--- config.mk ---
export PLATFORM = sky130hd
export DESIGN_NAME = regfile_param
export DESIGN_NICKNAME = d
export VERILOG_FILES = /design/src/rtl/regfile_pkg.sv /design/src/rtl/regfile_word.sv /design/src/rtl/regfile_param.sv
export SDC_FILE = /design/constraint.sdc
export NUM_CORES = 1
export LEC_CHECK = 0
export CAP_MARGIN = 0
export CORE_MARGIN = 3
export CORE_UTILIZATION = 45
export CTS_CLUSTER_DIAMETER = 40
export DETAILED_ROUTE_END_ITERATION = 10
export PLACE_DENSITY = 0.66
export SETUP_SLACK_MARGIN = 0.4
export SLEW_MARGIN = 25
export SYNTH_ARGS = -nofsm -noshare
export SYNTH_HDL_FRONTEND = slang
export SYNTH_SLANG_ARGS = --single-unit
--- constraint.sdc ---
create_clock -name clk -period 3.45 [get_ports clk]
set_input_delay 0.69 -clock clk [delete_from_list [all_inputs] [get_ports clk]]
set_output_delay 0.69 -clock clk [all_outputs]
set_load 0.01 [all_outputs]
--- src/rtl/regfile_pkg.sv ---
// Shared types and default sizes for the general-purpose register file.
package regfile_pkg;

   typedef enum logic {IDLE, CLEAR} rf_state_t;

   localparam int RF_DATA_W_DFLT = 8;
   localparam int RF_DEPTH_DFLT  = 8;

endpackage

--- src/rtl/regfile_word.sv ---
// One storage word of the register file: sync reset, load enable and sync clear.
module regfile_word
   import regfile_pkg::*;
#(
   parameter int DATA_W = RF_DATA_W_DFLT
) (
   input  logic              clk,
   input  logic              rst,
   input  logic              load_i,
   input  logic              clear_i,
   input  logic [DATA_W-1:0] data_i,
   output logic [DATA_W-1:0] data_o
);

   logic [DATA_W-1:0] word_q;
   logic [DATA_W-1:0] word_d;

   // Clear wins over load so a sweep always leaves the word at zero.
   always_comb begin
      word_d = word_q;
      if (clear_i) begin
         word_d = '0;
      end else if (load_i) begin
         word_d = data_i;
      end
   end

   always_ff @(posedge clk) begin
      if (rst) begin
         word_q <= '0;
      end else begin
         word_q <= word_d;
      end
   end

   assign data_o = word_q;

endmodule

--- src/rtl/regfile_param.sv ---
// DEPTH x DATA_W register file, word 0 hardwired to zero, with a sequential bulk-clear engine.
// Optional same-cycle write-to-read forwarding is enabled by defining REGFILE_BYPASS_EN.
module regfile_param
   import regfile_pkg::*;
#(
   parameter int DATA_W = RF_DATA_W_DFLT,
   parameter int DEPTH  = RF_DEPTH_DFLT,
   parameter int ADDR_W = $clog2(DEPTH),
   parameter int NUM_RD = 2
) (
   input  logic                     clk,
   input  logic                     rst,
   input  logic                     wr_en,
   input  logic [ADDR_W-1:0]        wr_addr,
   input  logic [DATA_W-1:0]        wr_data,
   output logic                     wr_ready,
   input  logic [NUM_RD*ADDR_W-1:0] rd_addr,
   output logic [NUM_RD*DATA_W-1:0] rd_data,
   input  logic                     clear_req,
   output logic                     busy,
   output logic                     clear_done
);

   localparam logic [ADDR_W-1:0] LAST_ADDR = ADDR_W'(DEPTH - 1);

   rf_state_t         state_q;
   rf_state_t         state_d;
   logic [ADDR_W-1:0] ptr_q;
   logic [ADDR_W-1:0] ptr_d;
   logic              wr_accept;
   logic [ADDR_W-1:0] rd_idx;
   logic [DATA_W-1:0] mem [1:DEPTH-1];

   assign busy      = (state_q == CLEAR);
   assign wr_ready  = !busy;
   assign wr_accept = wr_en && wr_ready && (wr_addr != '0) && (int'(wr_addr) < DEPTH);

   // Word 0 has no storage; every other word is its own register.
   for (genvar w = 1; w < DEPTH; w++) begin : g_word
      regfile_word #(.DATA_W(DATA_W)) u_word (
         .clk     (clk),
         .rst     (rst),
         .load_i  (wr_accept && (wr_addr == ADDR_W'(w))),
         .clear_i (busy && (ptr_q == ADDR_W'(w))),
         .data_i  (wr_data),
         .data_o  (mem[w])
      );
   end

   always_comb begin
      state_d    = state_q;
      ptr_d      = ptr_q;
      clear_done = 1'b0;
      case (state_q)
         IDLE: begin
            if (clear_req) begin
               state_d = CLEAR;
               ptr_d   = ADDR_W'(1);
            end
         end
         CLEAR: begin
            if (ptr_q == LAST_ADDR) begin
               clear_done = 1'b1;
               state_d    = IDLE;
               ptr_d      = '0;
            end else begin
               ptr_d = ptr_q + ADDR_W'(1);
            end
         end
      endcase
   end

   always_ff @(posedge clk) begin
      if (rst) begin
         state_q <= IDLE;
         ptr_q   <= '0;
      end else begin
         state_q <= state_d;
         ptr_q   <= ptr_d;
      end
   end

   // Addresses 0 and >= DEPTH match no stored word and so read as zero.
   always_comb begin
      rd_data = '0;
      rd_idx  = '0;
      for (int p = 0; p < NUM_RD; p++) begin
         rd_idx = rd_addr[p*ADDR_W +: ADDR_W];
         for (int w = 1; w < DEPTH; w++) begin
            if (rd_idx == ADDR_W'(w)) begin
               rd_data[p*DATA_W +: DATA_W] = mem[w];
            end
         end
`ifdef REGFILE_BYPASS_EN
         if (wr_accept && (wr_addr == rd_idx)) begin
            rd_data[p*DATA_W +: DATA_W] = wr_data;
         end
`endif
      end
   end

endmodule

# Word-level counts from Yosys, hierarchy flattened
# Cells that the tools add are included.
# word_totals
word_cells	87
inputBits	21
reg_bits	60
out_inout_bits	19
# op_classes
n_eq_ne	29
reduce_logical	25
n_addsub	1
mux	22
n_bitwise	1
# ops
cell	n
2-to-1 mux 8 bit	14
== test 3 bit, second input constant	16
== test 3 x 2 -> 1 bit, second input constant	8
logical AND 1 bit	16
OR reduction 2 bit	7
== test 3 x 1 -> 1 bit, second input constant	4
2-to-1 mux 3 bit	2
case mux 3 bit (2 select lines)	1
2-to-1 mux 1 bit	4
adder 3 x 1 -> 3 bit, second input constant	1
nonzero test 3 bit	1
inequality test 2 bit, second input constant	1
case mux 1 bit (2 select lines)	1
logical NOT 1 bit	1
NOT 1 bit	1

# Logic depth before layout (Yosys ltp)
# logic_depth
ltp_word	8
mapped_depth	6
depth_no_buf	5

# Cells and area by module
# A second synthesis with hierarchy kept.
# hier_totals
hier_cells	384
hier_area_um2	3457.1
# modules_own_cells
mod	area_each_um2	cells_per_inst	instances
regfile_word	295.3	27	7
regfile_param	1390.1	195	1

# Least setup slack after synthesis
# No wires, ideal clock.
# synth_path
path_type	input port to output port
from	in rd_addr[1]
to	out rd_data[0]
setup_slack_ps	1100
cell_stages	5
arrival_time_ps	1660
n_path_buf	2
path_cell_list	buf_2 > buf_6 > mux2_2 > a221oi_1 > a21oi_1
# synth_between
elab_chain_cells	8
elab_cells_between_ends	14
# synth_lines
element	line	rtl
start: declaration	regfile_param.sv:17	input logic [NUM_RD*ADDR_W-1:0] rd_addr,
== test 3 x 1 -> 1 bit	regfile_param.sv:90	if (rd_idx == ADDR_W'(w)) begin
2-to-1 mux 8 bit (6 in a row)	regfile_param.sv:90	
2-to-1 mux 8 bit *	regfile_param.sv:90	
end: declaration	regfile_param.sv:18	output logic [NUM_RD*DATA_W-1:0] rd_data,
# Every way passes the cells marked *; elsewhere a longest branch is shown, timed or not.

# Worst setup path in the final report
# layout_path
from	in rd_addr[0]
to	out rd_data[7]
# The elaborated chain is that of the path after synthesis.

==> results.json <==
{
  "synthArstFlopShare": 0,
  "grt_util_all_layers": 0.247,
  "setup_viol": 0,
  "leakagePower_uw": 0.00174,
  "drc": 0,
  "clk_root_buffer_cell": "clkbuf_8",
  "via_per_inst": 5.91,
  "num_vias": 3030,
  "synth_most_common_cell": "mux2i_1",
  "yosysTopAreaCellShare": 0.361,
  "n_fill_cell": 657,
  "die_w_um": 92.0,
  "relSlewSlack": 0.530,
  "grt-ovfl-total": 0,
  "start_util": 0.476,
  "skew_ns": 0.00571,
  "crit_type": "in2out",
  "clkTransAtPathRegs_ns": 0.06,
  "cp-start-kind": "input pin",
  "grt_pass1_vias": 2934,
  "dr.pass1.iters": 5,
  "hold_path_class": "reg2reg",
  "rsz0062_at_grt": "yes",
  "synth_common_cells": "mux2i_1 (61), dfxtp_1 (60), nor2_1 (59)",
  "cp_max_fo": 7,
  "drtIter0Drc": 312,
  "clkSinkCount": 60,
  "vdd_drop_max_mv": 0.249,
  "fin_cells": 513,
  "yosys-top-cells-area": "dfxtp_1 (36%), mux2i_1 (18%), nor2_1 (6.7%), mux4_2 (4.1%), o211ai_1 (2.9%)",
  "area_delta_synth_final_pct": 23.6,
  "fp-row-count": 30,
  "cellPowerDensity_nw_per_um2": 369,
  "synth_area_leader_cell": "dfxtp_1",
  "yosysSeqAreaShare": 0.361,
  "cts_buffers": 9,
  "synth_fp_nets": 387,
  "coreArea_um2": 6980,
  "worstPathArrival_ns": 2.34,
  "clock_latency_ns": 0.33,
  "cts_tree": "done",
  "synth-seq-cells": 60,
  "crit_required_ns": 2.76,
  "report.final.slew_viol_count": 0,
  "numPlacedInstances": 491,
  "htree_levels": 3,
  "clockBufferDepth": 2,
  "synthesis.area_um2": 3330,
  "wl_per_cell_um": 19.6,
  "synth-edff-count": 0,
  "ys_types": 41,
  "grt_max_degree": 17,
  "dieArea_um2": 8460,
  "seqCellArea_um2": 1200,
  "min_period_ns": 3.03,
  "synthCells": 360,
  "timing.final.crit_share": 0.879,
  "die_h_um": 92.0,
  "yosys_warnings": 0,
  "syn_area_per_cell_um2": 9.24,
  "totalWireLength_mm": 10.1,
  "reg2reg_depth": 4,
  "multi_input_area_um2": 1960,
  "synth-main-ff-cell": "dfxtp_1",
  "num_io_pins": 40,
  "max_freq_ghz": 0.330,
  "end_kind": "output port",
  "max_cap_violations": 0,
  "layout.nets": 440,
  "grt_pass1_wl_mm": 16.1,
  "worst_pin_slew_ns": 0.703,
  "outcome": "complete, no violations",
  "antenna_cells": 0,
  "antenna_found_initial": 0,
  "drive_gt1_frac": 0.170,
  "gp_congestion": 0.910,
  "power_uw": 1520,
  "io_buffers": 39,
  "antenna_left": 0,
  "min_path_cells": 2,
  "timing_hold_violations_final": 0,
  "dpl.hpwl_mm": 6.63
}
power by group:
| group | internal, µW | switching, µW |
|---|---|---|
| clock | 294 | 261 |
| sequential | 707 | 14.4 |
| combinational | 111 | 130 |
| total | 1110 | 406 |
cell families (layout without fill, tap and decap cells):
family	Yosys count	count (layout)	share of synthesized area
flip-flops	60	60	0.361
multiplexers	75	75	0.251
buffers and inverters	34	91	0.0568
AND/OR/NAND/NOR	117	117	0.164
AO/OA/AOI/OAI	68	68	0.144
adder cells (fa/ha/maj)	6	6	0.0226
cells in the final DEF, fill, tap and decap left out, types with 2 or more instances in the layout:
cell type         n
dfxtp_1          60
buf_6             4
and2b_1           2
a31o_2            3
clkinv_2          2
a21o_1            3
clkdlybuf4s50_1  23
buf_4            21
mux2_2            8
clkbuf_1          2
clkbuf_2          2
mux2i_1          61
o211ai_1         13
clkbuf_8         11
a31oi_1           2
a22o_1            8
o21ai_0          10
nand2b_1          2
inv_1             9
mux4_2            6
ha_1              6
nand2_1          24
a21oi_1          12
nor2b_4           2
o2bb2ai_1         2
nor2_1           59
a221oi_1          5
nor3b_2           2
o221ai_1          2
a22oi_1           3
nor2b_2           2
nand3_1          11
nand3b_1          4
dlygate4sd2_1    14
flip-flops by register name, summed over array words and instances, names as in the netlist:
register              cells
g_word.u_word.data_o     56
ptr_q                     3
busy                      1
per-stage QoR:
stage	TNS [ns]	cell area, µm²	worst slack [ns]	utilization	hold WS [ns]
after CTS	0	4090	0.406	0.586	0.492
after floorplan	0	3330	1.10	-	0.460
after global routing	0	4110	0.367	0.589	0.526
after global placement	-0.0238	3850	-0.0238	0.551	0.479
final	0	4110	0.419	0.589	0.494
after detailed placement	0	3850	0.0114	0.551	0.481
area by class of cell:
type / count / area share
multi-input combinational: 266 / 0.477
sequential: 60 / 0.292
timing repair buffer: 66 / 0.150
clock buffer: 13 / 0.0387
tap: 96 / 0.0292
inverter: 10 / 0.0100
clock inverter: 2 / 0.00244
what timing repair did:
item | 4_1_cts | 5_1_grt
pin swaps | 0 | 0
hold buffers | 0 | 0
setup buffers | 4 | 2
setup endpoints to repair | 16 | 7
gates resized for setup | 28 | 6
cloned | 1 | 0
per-layer routing:
layer | part of all wire | track usage | up-vias | routed length (µm)
li1 | - | - | 1405 | -
met1 | 0.43 | 0.333 | 1483 | 4360
met2 | 0.48 | 0.395 | 121 | 4780
met3 | 0.075 | 0.0615 | 21 | 755
met4 | 0.015 | 0.0693 | 0 | 150
met5 | 0 | 0 | - | 0
worst paths after layout:
| kind | startpoint | to | slack (ns) |
|---|---|---|---|
| setup / recovery | rd_addr[0] | rd_data[7] | 0.42 |
| hold / removal | g_word[7].u_word.data_o[4] | g_word[7].u_word.data_o[4] | 0.49 |
| setup reg to reg | busy | g_word[2].u_word.data_o[5] | 1.54 |
| hold reg to reg | g_word[7].u_word.data_o[4] | g_word[7].u_word.data_o[4] | 0.49 |
critical path: stages:
cell	delay, ns
clkdlybuf4s50_1	0.51
buf_6	0.16
buf_6	0.14
mux2i_1	0.23
o211ai_1	0.12
a22o_1	0.21
dlygate4sd2_1	0.28
Power figures use the tool's default switching activity.
